`src/rtl/seq_signed_comparator.sv`:
```
// rtl/seq_signed_comparator.sv - multi-cycle signed/unsigned magnitude comparator
//
// Scans the operands CHUNK bits per cycle, starting at the MSB. Each operation
// uses a start/busy/done handshake and returns a one-hot gt/eq/lt result.
// Optional build macro: CMP_EARLY_EXIT_EN. When it is defined, the scan stops
// in the cycle the result is decided. Without it, every compare takes NCHUNK
// RUN cycles.
//
// Ports:
//   clk        rising-edge clock
//   rst_n      asynchronous active-low reset
//   start      request, sampled only in IDLE
//   is_signed  1 = two's-complement compare, 0 = unsigned (latched with start)
//   a, b       WIDTH-bit operands (latched with start)
//   busy       high while the scan is running
//   done       one-cycle completion pulse
//   gt/eq/lt   one-hot result, held until the next completion

module seq_signed_comparator #(
  parameter int WIDTH = 32,
  parameter int CHUNK = 4
) (
  input  logic             clk,
  input  logic             rst_n,
  input  logic             start,
  input  logic             is_signed,
  input  logic [WIDTH-1:0] a,
  input  logic [WIDTH-1:0] b,
  output logic             busy,
  output logic             done,
  output logic             gt,
  output logic             eq,
  output logic             lt
);

  localparam int NCHUNK = WIDTH / CHUNK;
  localparam int IDXW   = (NCHUNK > 1) ? $clog2(NCHUNK) : 1;
  localparam logic [IDXW-1:0] LAST_IDX = IDXW'(NCHUNK - 1);
  localparam logic [IDXW-1:0] IDX_ONE  = IDXW'(1);

  localparam logic [1:0] S_IDLE = 2'd0;
  localparam logic [1:0] S_RUN  = 2'd1;
  localparam logic [1:0] S_DONE = 2'd2;

  logic [1:0]       state;
  logic [WIDTH-1:0] a_q;
  logic [WIDTH-1:0] b_q;
  logic             signed_q;
  logic [IDXW-1:0]  idx;
  logic             decided;
  logic             pend_gt;
  logic             pend_lt;

  logic [CHUNK-1:0] a_chunk;
  logic [CHUNK-1:0] b_chunk;
  logic             sign_hit;
  logic             nxt_gt;
  logic             nxt_lt;
  logic             dec_now;
  logic             run_exit;

  assign busy = (state == S_RUN);
  assign done = (state == S_DONE);

  always_comb begin
    a_chunk  = a_q[int'(idx)*CHUNK +: CHUNK];
    b_chunk  = b_q[int'(idx)*CHUNK +: CHUNK];
    // Opposite signs settle the order immediately. When the signs match,
    // two's-complement values sort the same as unsigned values, so the
    // chunk scan gives the right answer without further sign handling.
    sign_hit = signed_q && (idx == LAST_IDX) && (a_q[WIDTH-1] != b_q[WIDTH-1]);
    nxt_gt   = pend_gt;
    nxt_lt   = pend_lt;
    if (!decided) begin
      if (sign_hit) begin
        nxt_gt = b_q[WIDTH-1];
        nxt_lt = a_q[WIDTH-1];
      end else begin
        nxt_gt = (a_chunk > b_chunk);
        nxt_lt = (a_chunk < b_chunk);
      end
    end
    dec_now = decided || nxt_gt || nxt_lt;
`ifdef CMP_EARLY_EXIT_EN
    run_exit = (idx == '0) || dec_now;
`else
    run_exit = (idx == '0);
`endif
  end

  always_ff @(posedge clk or negedge rst_n) begin
    if (!rst_n) begin
      state    <= S_IDLE;
      a_q      <= '0;
      b_q      <= '0;
      signed_q <= 1'b0;
      idx      <= '0;
      decided  <= 1'b0;
      pend_gt  <= 1'b0;
      pend_lt  <= 1'b0;
      gt       <= 1'b0;
      eq       <= 1'b0;
      lt       <= 1'b0;
    end else begin
      case (state)
        S_IDLE: begin
          if (start) begin
            a_q      <= a;
            b_q      <= b;
            signed_q <= is_signed;
            idx      <= LAST_IDX;
            decided  <= 1'b0;
            pend_gt  <= 1'b0;
            pend_lt  <= 1'b0;
            state    <= S_RUN;
          end
        end
        S_RUN: begin
          if (run_exit) begin
            gt    <= nxt_gt;
            lt    <= nxt_lt;
            eq    <= ~(nxt_gt | nxt_lt);
            state <= S_DONE;
          end else begin
            idx     <= idx - IDX_ONE;
            decided <= dec_now;
            pend_gt <= nxt_gt;
            pend_lt <= nxt_lt;
          end
        end
        S_DONE: state <= S_IDLE;
        default: state <= S_IDLE;
      endcase
    end
  end

endmodule

```
`config.mk`:
```
export PLATFORM = sky130hd
export DESIGN_NAME = seq_signed_comparator
export DESIGN_NICKNAME = d
export VERILOG_FILES = /design/src/rtl/seq_signed_comparator.sv
export SDC_FILE = /design/constraint.sdc
export NUM_CORES = 1
export LEC_CHECK = 0
export ABC_AREA = 1
export CAP_MARGIN = 20
export CORE_MARGIN = 5
export CORE_UTILIZATION = 46
export CTS_CLUSTER_SIZE = 25
export DETAILED_ROUTE_END_ITERATION = 7
export GPL_ROUTABILITY_DRIVEN = 0
export HOLD_SLACK_MARGIN = 0.15
export PLACE_DENSITY_LB_ADDON = 0.15
export SLEW_MARGIN = 20
export SYNTH_ARGS = -nofsm -noshare
export SYNTH_HDL_FRONTEND = slang
export SYNTH_SLANG_ARGS = --single-unit
```
`constraint.sdc`:
```
create_clock -name clk -period 2.2 [get_ports clk]
set_clock_uncertainty 0.2 [all_clocks]
set_input_delay 0.55 -clock clk [delete_from_list [all_inputs] [get_ports clk]]
set_output_delay 0.55 -clock clk [all_outputs]
set_load 0.05 [all_outputs]
```
# --- Yosys cells after proc, flatten, opt, wreduce, memory -nomap -nowiden ---
# Cells that the tools add are included.
totals:
  ff_bits: 76
  in_bits: 68
  output_inout_bits: 5
  word_cells: 53
op_classes:
  add_sub_neg: 1
  order_cmp: 2
  eq_ne: 7
  shift: 2
  mux: 17
  bitwise_logic: 2
  n_reduce_logical: 11
ops:
  columns: ["cell", "count"]
  rows:
  - ["$shiftx A32 B6 Y4", 2]
  - ["$mux W1", 8]
  - ["$mux W3", 2]
  - ["$pmux W1 S2", 3]
  - ["$pmux W3 S2", 1]
  - ["$reduce_and A2 Y1", 3]
  - ["$gt A4 B4 Y1", 1]
  - ["$lt A4 B4 Y1", 1]
  - ["$mux W2", 2]
  - ["$ne A2 B2 Y1 const B", 2]
  - ["$pmux W2 S2", 1]
  - ["$eq A3 B3 Y1 const B", 1]
  - ["$logic_not A3 Y1", 1]
  - ["$reduce_and A3 Y1", 1]
  - ["$sub A3 B1 Y3 const B", 1]
  - ["$eq A2 B1 Y1 const B", 1]
  - ["$eq A2 B2 Y1 const B", 1]
  - ["$logic_and A1 B1 Y1", 2]
  - ["$logic_not A2 Y1", 1]
  - ["$logic_or A1 B1 Y1", 2]
  - ["$ne A2 B1 Y1 const B", 1]
  - ["$reduce_bool A2 Y1", 1]
  - ["$ne A1 B1 Y1", 1]
  - ["$not A1 Y1", 1]
  - ["$or A1 B1 Y1", 1]

# --- Logic depth before layout (Yosys ltp) ---
# Gate-level depths: netlist of the first run.
depth:
  word_depth: 9
  depth_mapped: 17
  ltp_nobuf: 16

# --- Worst setup path before layout of the first run ---
# No wires, ideal clock.
synth_timing:
  path_kind: "register to register"
  start: "register idx[0]"
  end: "register lt"
  setup_time_ps: 130
  arrival_ps: 1797
  required_time_ps: 1870
  path_slack_ps: 73
  path_stages_with_launch: 14
  path_buffers: 1
  period_less_slack_ps: 2127
  path_cell_list: "dfrtp_1 inv_2 buf_2 nor2_1 o221ai_1 o21ai_0 ha_1 nand2_1 inv_1 nand2_1 nand2_1 nand2_1 a21oi_1 o21ai_0"
synth_via:
  elab_chain_cells: 5
  elab_cells_between_ends: 10
  cone_classes: "order compare: 1; eq/ne: 1; shift: 2; mux: 2; reduce/logical: 4"
synth_lines:
  columns: ["item", "line_no", "source"]
  rows:
  - ["start, declared", "49", "logic [IDXW-1:0] idx;"]
  - ["start signal, assigned", "125", "idx <= idx - IDX_ONE;"]
  - ["parallel branches: the longest is 5 deep, another holds $lt A4 B4 Y1", null, null]
  - ["end signal, assigned", "121", "lt <= nxt_lt;"]
  - ["end, declared", "33", "output logic lt"]
# Several ways; the timed one is not identified.
# A chain may end at the register's enable or synchronous reset.

# --- Worst setup path after layout of the first run ---
layout_timing:
  start: "register idx[0]"
  end: "register decided"
layout_via:
  elab_chain_cells: 9
  elab_cells_between_ends: 18
  cone_classes: "order compare: 2; eq/ne: 2; shift: 2; mux: 6; reduce/logical: 6"
layout_lines:
  columns: ["item", "line_no", "source"]
  rows:
  - ["parallel branches: the longest is 9 deep, another holds $gt A4 B4 Y1", null, null]
  - ["end signal, assigned", "126", "decided <= dec_now;"]
  - ["end, declared", "50", "logic decided;"]
# Several ways; the timed one is not identified. The select of a mux whose other input is x is not followed.

==> flow_metrics.py, run 1 <==
metrics = {
    "detailed_routing": {
        "wl_per_cell_um": 13.7,
        "drt_drc_violations_left": 0,
        "wl_um": 8950,
        "via_count": 3266,
        "drtIter0Drc": 223,
        "drt.antenna.violating_nets": 0,
        "viasPerCell": 4.99,
        "dr.pass1.iters": 4,
    },
    "synthesis": {
        "synthCells": 462,
        "yosys-top-cells-area": "dfrtp_1 53%, nand2_1 24%, o21ai_0 5.7%",
        "synth_area_per_cell_um2": 7.77,
        "synth_area_leader_cell": "dfrtp_1",
        "synth_area_um2": 3590,
        "ys.warnings.count": 0,
        "yosysTopAreaCellShare_pct": 53.0,
        "ys_ff_latch": 76,
        "yosysSeqAreaShare_pct": 53.0,
        "synth.distinct_cells": 19,
        "syn_nets": 537,
    },
    "worst_setup_path": {
        "arrival_ps": 2370,
        "endpoint_kind": "register",
        "critPathMaxFanout": 15,
        "rr_startpoint": "idx[0]",
        "crit_path_start": "idx[0]",
        "critical_path_class": "reg2reg",
        "start_kind": "register",
        "cp.required_ps": 2250,
    },
    "clocking": {
        "cts_max_level": 3,
        "clock_latency_ps": 360,
        "clk_pin_slew_worst_paths_ps": 90,
        "cts_sinks": 76,
        "numCtsBuffers": 9,
        "cts_tree": "yes",
        "clock_path_buffers": 2,
        "cts_root_buffer": "clkbuf_8",
    },
    "floorplan": {
        "fp.dieW_um": 98.3,
        "die_h_um": 98.3,
        "rows": 32,
        "start_util_pct": 46.9,
        "dieArea_um2": 9670,
        "io_pins": 73,
        "fp.coreArea_um2": 7650,
    },
    "status": {
        "violations": "setup timing",
        "status": "finished, violations left",
    },
    "layout": {
        "post-route-util_pct": 64.4,
        "nets": 623,
        "antenna_cells": 0,
        "final_cell_mix": "226 x nand2_1, 75 x dfrtp_1, 66 x clkdlybuf4s50_1",
        "layout_commonest_cell": "nand2_1",
        "areaGrowthSynthToFinish_pct": 37.2,
        "drive_gt1_share_pct": 13.4,
    },
    "timing": {
        "finalSetupViolations": 6,
        "rsz0062_at_grt": "yes",
        "post-route-period-util_pct": 106,
        "fin_crit_ps": 2330,
        "slew_headroom_pct": 59.8,
        "worstMarginPinSlew_ps": 603,
        "fmax_mhz": 430,
        "report.final.slew_viol_count": 0,
        "fin_ws_ps": -126,
        "final_hold_viol_count": 0,
    },
    "pwr": {
        "total_power_uw": 7440,
        "p_per_area_nw_per_um2": 1510,
        "p_leak_uw": 0.00246,
        "ir_worst_vdd_uv": 577,
    },
    "global_routing": {
        "grt_max_degree": 42,
        "grt.overflow.total": 0,
        "grt_first_pass_wirelength_um": 14500,
        "antenna_found_initial": 0,
        "grt_use_total_pct": 18.4,
        "grt_pass1_vias": 3112,
    },
    "min_path": {
        "hold_start": "b_q[25]",
        "hold_class": "reg2reg",
    },
    "placement": {
        "port_buffers": 72,
        "dpl.hpwl_um": 6280,
    },
    "job": {
        "drv_cap": 0,
    },
}
## metrics by stage
stage                     cells  instance area [um2]  setup slack [ps]  hold slack, ps  TNS (ps)
final                       655                 4930              -126             273      -557
after global routing        655                 4930              -232             301     -1210
after CTS                   650                 4740             -68.2             274      -323
after detailed placement    633                 4520              -127             257      -561
after global placement      633                 4520             -90.7             255      -410
after floorplan             462                 3590              72.9            54.4         0
## worst paths after layout
path / end / slack [ps] / cells after the start
setup / recovery: decided / -130 / 14
min in group asynchronous: a_q[0] / 520 / 2
max in group asynchronous: b_q[6] / 700 / 3
hold reg to reg: b_q[25] / 270 / 2
setup reg to reg: decided / -130 / 14
hold / removal: b_q[25] / 270 / 2
## Yosys cell counts
| cell | number |
|---|---|
| o21ai_0 | 41 |
| dfrtp_1 | 76 |
| inv_1 | 14 |
| clkbuf_1 | 1 |
| o22ai_1 | 12 |
| nor2_2 | 1 |
| o221ai_1 | 4 |
| inv_2 | 4 |
| o21ai_1 | 3 |
| clkbuf_2 | 1 |
| ha_1 | 7 |
| nor2_4 | 1 |
| a21oi_1 | 5 |
| buf_2 | 16 |
| a21oi_4 | 1 |
| buf_4 | 4 |
| nand2_1 | 230 |
| nand3_1 | 6 |
| nor2_1 | 35 |
## worst max-delay path, cell delays in order, from the launching register on
cell     delay [ps]
dfrtp_2         460
buf_8           160
buf_4           140
nor2_1          130
o22ai_1          90
o21ai_1         180
ha_1            260
nand2_1          60
inv_1            40
nand2_1          60
nand2_2          70
nand3_2          70
nand2_2          80
o21ai_1         140
nand2_1          60
## metal layers
metal / part of all wire, % / GRT usage [%] / up-vias
met2: 48 / 28.1 / 91
met5: 0 / 0 / -
li1: - / - / 1631
met1: 45 / 25.5 / 1530
met4: 1.5 / 5.36 / 0
met3: 5.6 / 5.29 / 14
## area by class of cell
cell class	instances	area (um2)
inverters	18	72.6
flip-flops and latches	76	1900
repair buffers	97	1020
fillers	676	2720
multi-input cells	346	1600
well taps	102	128
clock buffers	10	128
clock inverters	6	71.3
## where the power goes
part	total, uW	internal (uW)	switching, uW
Clock	1080	534	548
Combinational	3830	1620	2220
Sequential	2520	2060	458
Total	7440	4210	3220
## state kept, by name, indices dropped and copies added, names as in the netlist
signal    count
a_q          32
b_q          32
decided       1
eq            1
gt            1
idx           3
lt            1
pend_gt       1
pend_lt       1
signed_q      1
state         2
## cells by family (layout without fill, tap and decap cells)
family,count (synthesis),in the layout,synth area share (%)
buffers and inverters,40,131,5.19
and+or+nand+nor,273,273,29.0
AOI/OAI and AO/OA,66,66,10.4
DFF,76,76,53.0
adders and majority gates,7,7,2.44
## timing repair
| item | 4_1_cts | 5_1_grt |
|---|---|---|
| endpoints found under the hold margin | 20 | 0 |
| hold buffers | 1 | 0 |
| gates resized for setup | 6 | 50 |
| gates cloned | 0 | 3 |
| setup buffers | 0 | 2 |
| pin swaps | 1 | 14 |
| endpoints found under the setup margin | 6 | 6 |
Power figures use the tool's default switching activity.
==> run 2, diff against run 1 <==
ABC_AREA = 0   (was 1)
CORE_UTILIZATION = 48   (was 46)
CTS_BUF_LIST = sky130_fd_sc_hd__clkbuf_8   (was default)
PLACE_DENSITY = 0.78   (was default)
PLACE_DENSITY_LB_ADDON = default   (was 0.15)
==> run 2 against run 1 <==
Net effect:
- the run still ends with setup timing left
- wire length decreased by 4.1%
- non-clock buffer count increased by 3
- cell area decreased by 1.7%
- utilization increased by 2.4 points
- largest power group unchanged
==> flow_metrics.py, run 2 <==
metrics = {
    "status": {
        "status": "finished, violations left",
        "violations": "setup timing",
    },
    "timing": {
        "report.final.slew_viol_count": 0,
        "fin_crit_ps": 2810,
        "fin_ws_ps": -614,
        "rsz0062_at_grt": "yes",
        "worstMarginPinSlew_ps": 530,
        "tns_ps": -3530,
        "fmax_mhz": 355,
        "slew_headroom_pct": 64.6,
        "finalSetupViolations": 6,
        "final_hold_viol_count": 0,
        "post-route-period-util_pct": 128,
    },
    "placement": {
        "port_buffers": 72,
        "dpl.hpwl_um": 6020,
        "dp.cells": 539,
        "post_dp_cell_area_um2": 4520,
        "place_ws_ps": -643,
    },
    "pwr": {
        "total_power_uw": 7180,
        "ir_worst_vdd_uv": 593,
        "p_leak_uw": 0.00241,
        "p_per_area_nw_per_um2": 1480,
    },
    "synthesis": {
        "synth_area_um2": 3580,
        "syn_nets": 442,
        "synth.distinct_cells": 30,
        "synth_common_cells": "201 x nand2_1, 76 x dfrtp_1, 9 x mux4_2",
        "synth_fa_ha_area_share_pct": 2.44,
        "ys.warnings.count": 0,
        "ys_ff_latch": 76,
        "yosysMostFrequentCell": "nand2_1",
        "synth_area_leader_cell": "dfrtp_1",
        "synth_mux_area_share_pct": 13.8,
        "yosysSeqAreaShare_pct": 53.1,
        "synth_top_family_by_area": "simple AND/OR/NAND/NOR gates",
        "yosys-top-cells-area": "dfrtp_1 53%, nand2_1 21%, mux4_2 5.7%",
        "async_flop_share_pct": 100,
        "synth_area_per_cell_um2": 9.76,
        "synth_edf_count": 0,
        "synth_compound_area_share_pct": 2.90,
        "synthSimpleGateAreaFrac_pct": 23.8,
        "synth_xor_area_share_pct": 0.244,
        "synthFlopType": "dfrtp_1",
        "yosysTopAreaCellShare_pct": 53.1,
        "synthCells": 367,
    },
    "detailed_routing": {
        "wl_um": 8580,
        "via_count": 2852,
        "dr.pass1.iters": 4,
        "drtIter0Drc": 115,
        "wl_per_cell_um": 15.3,
        "drt.antenna.violating_nets": 0,
        "drt_drc_violations_left": 0,
        "viasPerCell": 5.08,
    },
    "global_routing": {
        "antenna_found_initial": 0,
        "grt_first_pass_wirelength_um": 14300,
        "grt_max_degree": 68,
        "grt.overflow.total": 0,
        "grt_pass1_vias": 3033,
        "grt_use_total_pct": 20.6,
    },
    "worst_setup_path": {
        "arrival_ps": 2840,
        "max_stage_delay_ps": 510,
        "critical_path_class": "reg2reg",
        "critPathTopFamily": "multiplexers",
        "slowest_stage": "mux4_2",
        "rr_startpoint": "idx[0]",
        "cp.required_ps": 2230,
        "endpoint_kind": "register",
        "crit_path_start": "idx[0]",
        "start_kind": "register",
        "path_cells": "buf_12 > mux4_2 > mux2_4 > ha_4 > nor2b_4 > o211ai_1 > a21oi_2 > o31ai_4 > mux2_4",
        "crit_path_frequent_cell": "mux2_4",
        "critPathMaxFanout": 5,
        "path_buf_inv": 1,
    },
    "clocking": {
        "numCtsBuffers": 9,
        "clock_path_buffers": 2,
        "clk_pin_slew_worst_paths_ps": 80,
        "cts_root_buffer": "clkbuf_8",
        "clock_latency_ps": 350,
        "cts_max_level": 3,
        "cts_tree": "yes",
        "cts_sinks": 76,
    },
    "layout": {
        "multi_input_area_um2": 1630,
        "final_cell_mix": "200 x nand2_1, 75 x dfrtp_1, 66 x clkdlybuf4s50_1",
        "reg_top3": "a_q: 32 flops, b_q: 32 flops, idx: 3 flops",
        "fin_area_um2": 4840,
        "fill_cells": 566,
        "fin_cells": 561,
        "register_area_um2": 1900,
        "layout_commonest_cell": "nand2_1",
        "drive_gt1_share_pct": 17.3,
        "antenna_cells": 0,
        "nets": 532,
        "areaGrowthSynthToFinish_pct": 35.2,
    },
    "floorplan": {
        "start_util_pct": 49.4,
        "fp.coreArea_um2": 7250,
        "die_h_um": 96.4,
        "rows": 31,
        "dieArea_um2": 9290,
        "io_pins": 73,
        "fp.dieW_um": 96.4,
    },
    "min_path": {
        "hold_start": "a_q[15]",
        "hold_class": "reg2reg",
    },
    "job": {
        "drv_cap": 0,
    },
}
[run 2: changes by cell type after synthesis, sizes merged, moves of 12 or more]
cell | previous run | this run
inv | 18 | 4
o21ai | 44 | 3
nor2 | 37 | 4
o22ai | 12 | 0
mux4 | 0 | 16
nand2 | 230 | 201
[run 2: routing by layer]
| layer | global-route usage [%] | share of wire (%) | routed length (um) | vias up |
|---|---|---|---|---|
| met4 | 9.58 | 3.3 | 284 | 0 |
| met2 | 34.7 | 51 | 4420 | 80 |
| met3 | 4.65 | 4.9 | 417 | 24 |
| met1 | 25.3 | 40 | 3470 | 1380 |
| met5 | 0 | 0 | 0 | - |
| li1 | - | - | - | 1368 |
[run 2: report_power, final]
group	switching [uW]	total [uW]	internal, uW
clock network	499	1010	510
logic	1760	3690	1930
registers	428	2480	2050
[run 2: layout make-up]
cell class / instances / share of cell area [%]
multi-input combinational: 266 / 33.7
tap: 99 / 2.56
timing repair buffer: 100 / 20.4
inverter: 4 / 0.310
clock inverter: 7 / 1.24
sequential: 76 / 39.3
clock buffer: 9 / 2.56
[run 2: what timing repair did]
action / CTS / global route
pin swaps: 7 / 5
cloned: 0 / 1
endpoints found under the setup margin: 6 / 6
setup buffers: 2 / 2
hold buffers: 1 / 0
hold endpoints to repair: 30 / 0
gates resized for setup: 16 / 4
[run 2: cell families (layout without fill, tap and decap cells)]
group,Yosys count,count (layout)
and+or+nand+nor,218,218
adders and majority gates,7,7
DFF,76,76
buffers and inverters,25,120
muxes,26,26
AOI/OAI and AO/OA,14,14
xor gates and xnor gates,1,1
[run 2: final timing paths]
check | depth (start not counted) | slack (ps) | endpoint
setup / recovery | 9 | -610 | lt
hold / removal | 2 | 280 | a_q[15]
setup reg to reg | 9 | -610 | lt
hold reg to reg | 2 | 280 | a_q[15]
max in group asynchronous | 3 | 800 | signed_q
min in group asynchronous | 2 | 470 | a_q[9]
[run 2: through the flow]
stage / utilization (%) / hold WS (ps)
2_1_floorplan: - / 54.4
3_3_place_gp: 62.3 / 258
3_5_place_dp: 62.3 / 261
4_1_cts: 66.3 / 279
5_1_grt: 66.8 / 301
6_report: 66.8 / 280
[run 2: worst register-to-register path, cell delays in order, from the launching register on]
cell	delay (ps)
dfrtp_2	420
buf_12	130
mux4_2	510
mux2_4	290
ha_4	270
nor2b_4	120
o211ai_1	130
a21oi_2	250
o31ai_4	100
mux2_4	290
==> run 3, diff against run 2 <==
CORE_ASPECT_RATIO = 0.75   (was default)
==> run 3 against run 2 <==
Net effect:
- the flow still finishes with violations (setup timing)
- wire length decreased by 1.9%
- utilization decreased by 0.37 points
- critical path depth unchanged
- largest cell class unchanged
- clock power about the same
- hold slack got worse by 8.4 ps
- combinational power decreased by 2%
==> flow_metrics.py, run 3 (synthesized netlist as in run 2, its figures left out) <==
metrics = {
    "floorplan": {
        "start_util_pct": 49.1,
        "fp.dieW_um": 110,
        "dieArea_um2": 9310,
        "io_pins": 73,
        "die_h_um": 84.8,
        "rows": 27,
        "fp.coreArea_um2": 7300,
    },
    "status": {
        "violations": "setup timing",
        "status": "finished, violations left",
    },
    "clocking": {
        "cts_max_level": 3,
        "numCtsBuffers": 9,
        "clock_path_buffers": 2,
        "clk_pin_slew_worst_paths_ps": 70,
        "clock_latency_ps": 360,
        "cts_sinks": 76,
        "cts_tree": "yes",
        "cts_root_buffer": "clkbuf_8",
    },
    "layout": {
        "register_area_um2": 1900,
        "fin_area_um2": 4850,
        "nets": 527,
        "final_cell_mix": "200 x nand2_1, 75 x dfrtp_1, 66 x clkdlybuf4s50_1",
        "reg_top3": "a_q: 32 flops, b_q: 32 flops, idx: 3 flops",
        "fill_cells": 558,
        "layout_commonest_cell": "nand2_1",
        "antenna_cells": 0,
        "drive_gt1_share_pct": 16.7,
        "areaGrowthSynthToFinish_pct": 35.3,
        "multi_input_area_um2": 1640,
    },
    "min_path": {
        "hold_class": "reg2reg",
        "hold_start": "b_q[30]",
    },
    "global_routing": {
        "grt_use_total_pct": 19.7,
        "grt_first_pass_wirelength_um": 14200,
        "antenna_found_initial": 0,
        "grt_max_degree": 68,
        "grt_pass1_vias": 2942,
        "grt.overflow.total": 0,
    },
    "worst_setup_path": {
        "path_cells": "buf_12 > buf_6 > mux4_2 > mux2_4 > ha_4 > and4_1 > a2111o_1 > o21ai_2 > mux2_4",
        "rr_startpoint": "idx[0]",
        "cp.required_ps": 2300,
        "r2r-end": "gt",
        "r2r_setup_slack_ps": -600,
        "worstSetupPathDepth": 9,
        "endpoint_kind": "register",
        "endpoint": "gt",
        "crit_path_start": "idx[0]",
        "path_buf_inv": 2,
        "critPathTopFamily": "multiplexers",
        "max_stage_delay_ps": 500,
        "worst_r2r_path_depth": 9,
        "critPathMaxFanout": 5,
        "arrival_ps": 2890,
        "crit_path_frequent_cell": "mux2_4",
        "critical_path_class": "reg2reg",
        "start_kind": "register",
        "slowest_stage": "mux4_2",
    },
    "detailed_routing": {
        "wl_per_cell_um": 15.2,
        "via_count": 2775,
        "wl_um": 8420,
        "dr.pass1.iters": 4,
        "viasPerCell": 4.99,
        "drtIter0Drc": 141,
        "drt.antenna.violating_nets": 0,
        "drt_drc_violations_left": 0,
    },
    "timing": {
        "slew_headroom_pct": 67.2,
        "worstMarginPinSlew_ps": 491,
        "hold_slack_ps": 272,
        "rsz0062_at_grt": "yes",
        "report.final.slew_viol_count": 0,
        "fmax_mhz": 358,
        "fin_crit_ps": 2800,
        "tns_ps": -3360,
        "finalSetupViolations": 6,
        "final_hold_viol_count": 0,
        "post-route-period-util_pct": 127,
        "fin_ws_ps": -595,
    },
    "job": {
        "drv_cap": 0,
    },
    "pwr": {
        "p_leak_uw": 0.00239,
        "total_power_uw": 7100,
        "ir_worst_vdd_uv": 699,
        "p_per_area_nw_per_um2": 1470,
    },
    "placement": {
        "post_dp_cell_area_um2": 4520,
        "dpl.hpwl_um": 6110,
        "port_buffers": 72,
    },
}
-- run 3: cell count changes in the layout (fill, tap and decap cells not counted) --
cell      before  now
buf_12         5    7
buf_2          1    0
buf_4         25   19
clkbuf_8       9   10
clkinv_2       3    1
clkinv_4       0    1
inv_1          6    4
o31ai_1        1    0
o31ai_2        0    1
-- run 3: layout make-up --
| class | count | share of cell area, % |
|---|---|---|
| inverters | 4 | 0.310 |
| multi-input cells | 266 | 33.8 |
| well taps | 101 | 2.61 |
| flip-flops and latches | 76 | 39.3 |
| repair buffers | 95 | 20.1 |
| clock inverters | 4 | 1.06 |
| clock buffers | 10 | 2.84 |
-- run 3: repair_timing --
action                                  4_1_cts  5_1_grt
pin swaps                                     7        4
endpoints found under the setup margin        6        8
hold endpoints to repair                     76        0
hold buffers                                  1        0
buffers inserted                              3        1
gates resized for setup                      16        5
-- run 3: worst register-to-register path, stage by stage, from the launching register on --
cell,delay [ps]
dfrtp_2,410
buf_12,120
buf_6,90
mux4_2,500
mux2_4,300
ha_4,250
and4_1,220
a2111o_1,370
o21ai_2,100
mux2_4,180
-- run 3: report_power, final --
group          internal (uW)  switching [uW]  total (uW)  leakage [uW]
logic                   1880            1730        3610       0.00135
clock network            541             482        1020     0.0000942
registers               2050             423        2470      0.000939
-- run 3: through the flow --
step           worst slack (ps)  utilization (%)  cells
2_1_floorplan              -451                -    367
3_3_place_gp               -575             61.9    537
3_5_place_dp               -663             61.9    537
4_1_cts                    -649             66.0    555
5_1_grt                    -680             66.4    556
6_report                   -595             66.4    556
-- run 3: routing by layer --
layer	share of wire, %	routed length (um)	GRT usage (%)
met1	45	3770	26.7
met2	48	4020	30.7
met3	6.4	538	6.46
met4	1.2	104	5.55
met5	0	0	0
-- run 3: worst min-delay path by stage --
| stage | end | slack (ps) | depth (start not counted) |
|---|---|---|---|
| after global placement | a_q[21] | 210 | 1 |
| after CTS | b_q[30] | 280 | 2 |
| after global routing | a_q[16] | 300 | 2 |
| final | b_q[30] | 270 | 2 |
| after floorplan | a_q[0] | 50 | 0 |
| after detailed placement | a_q[21] | 210 | 1 |
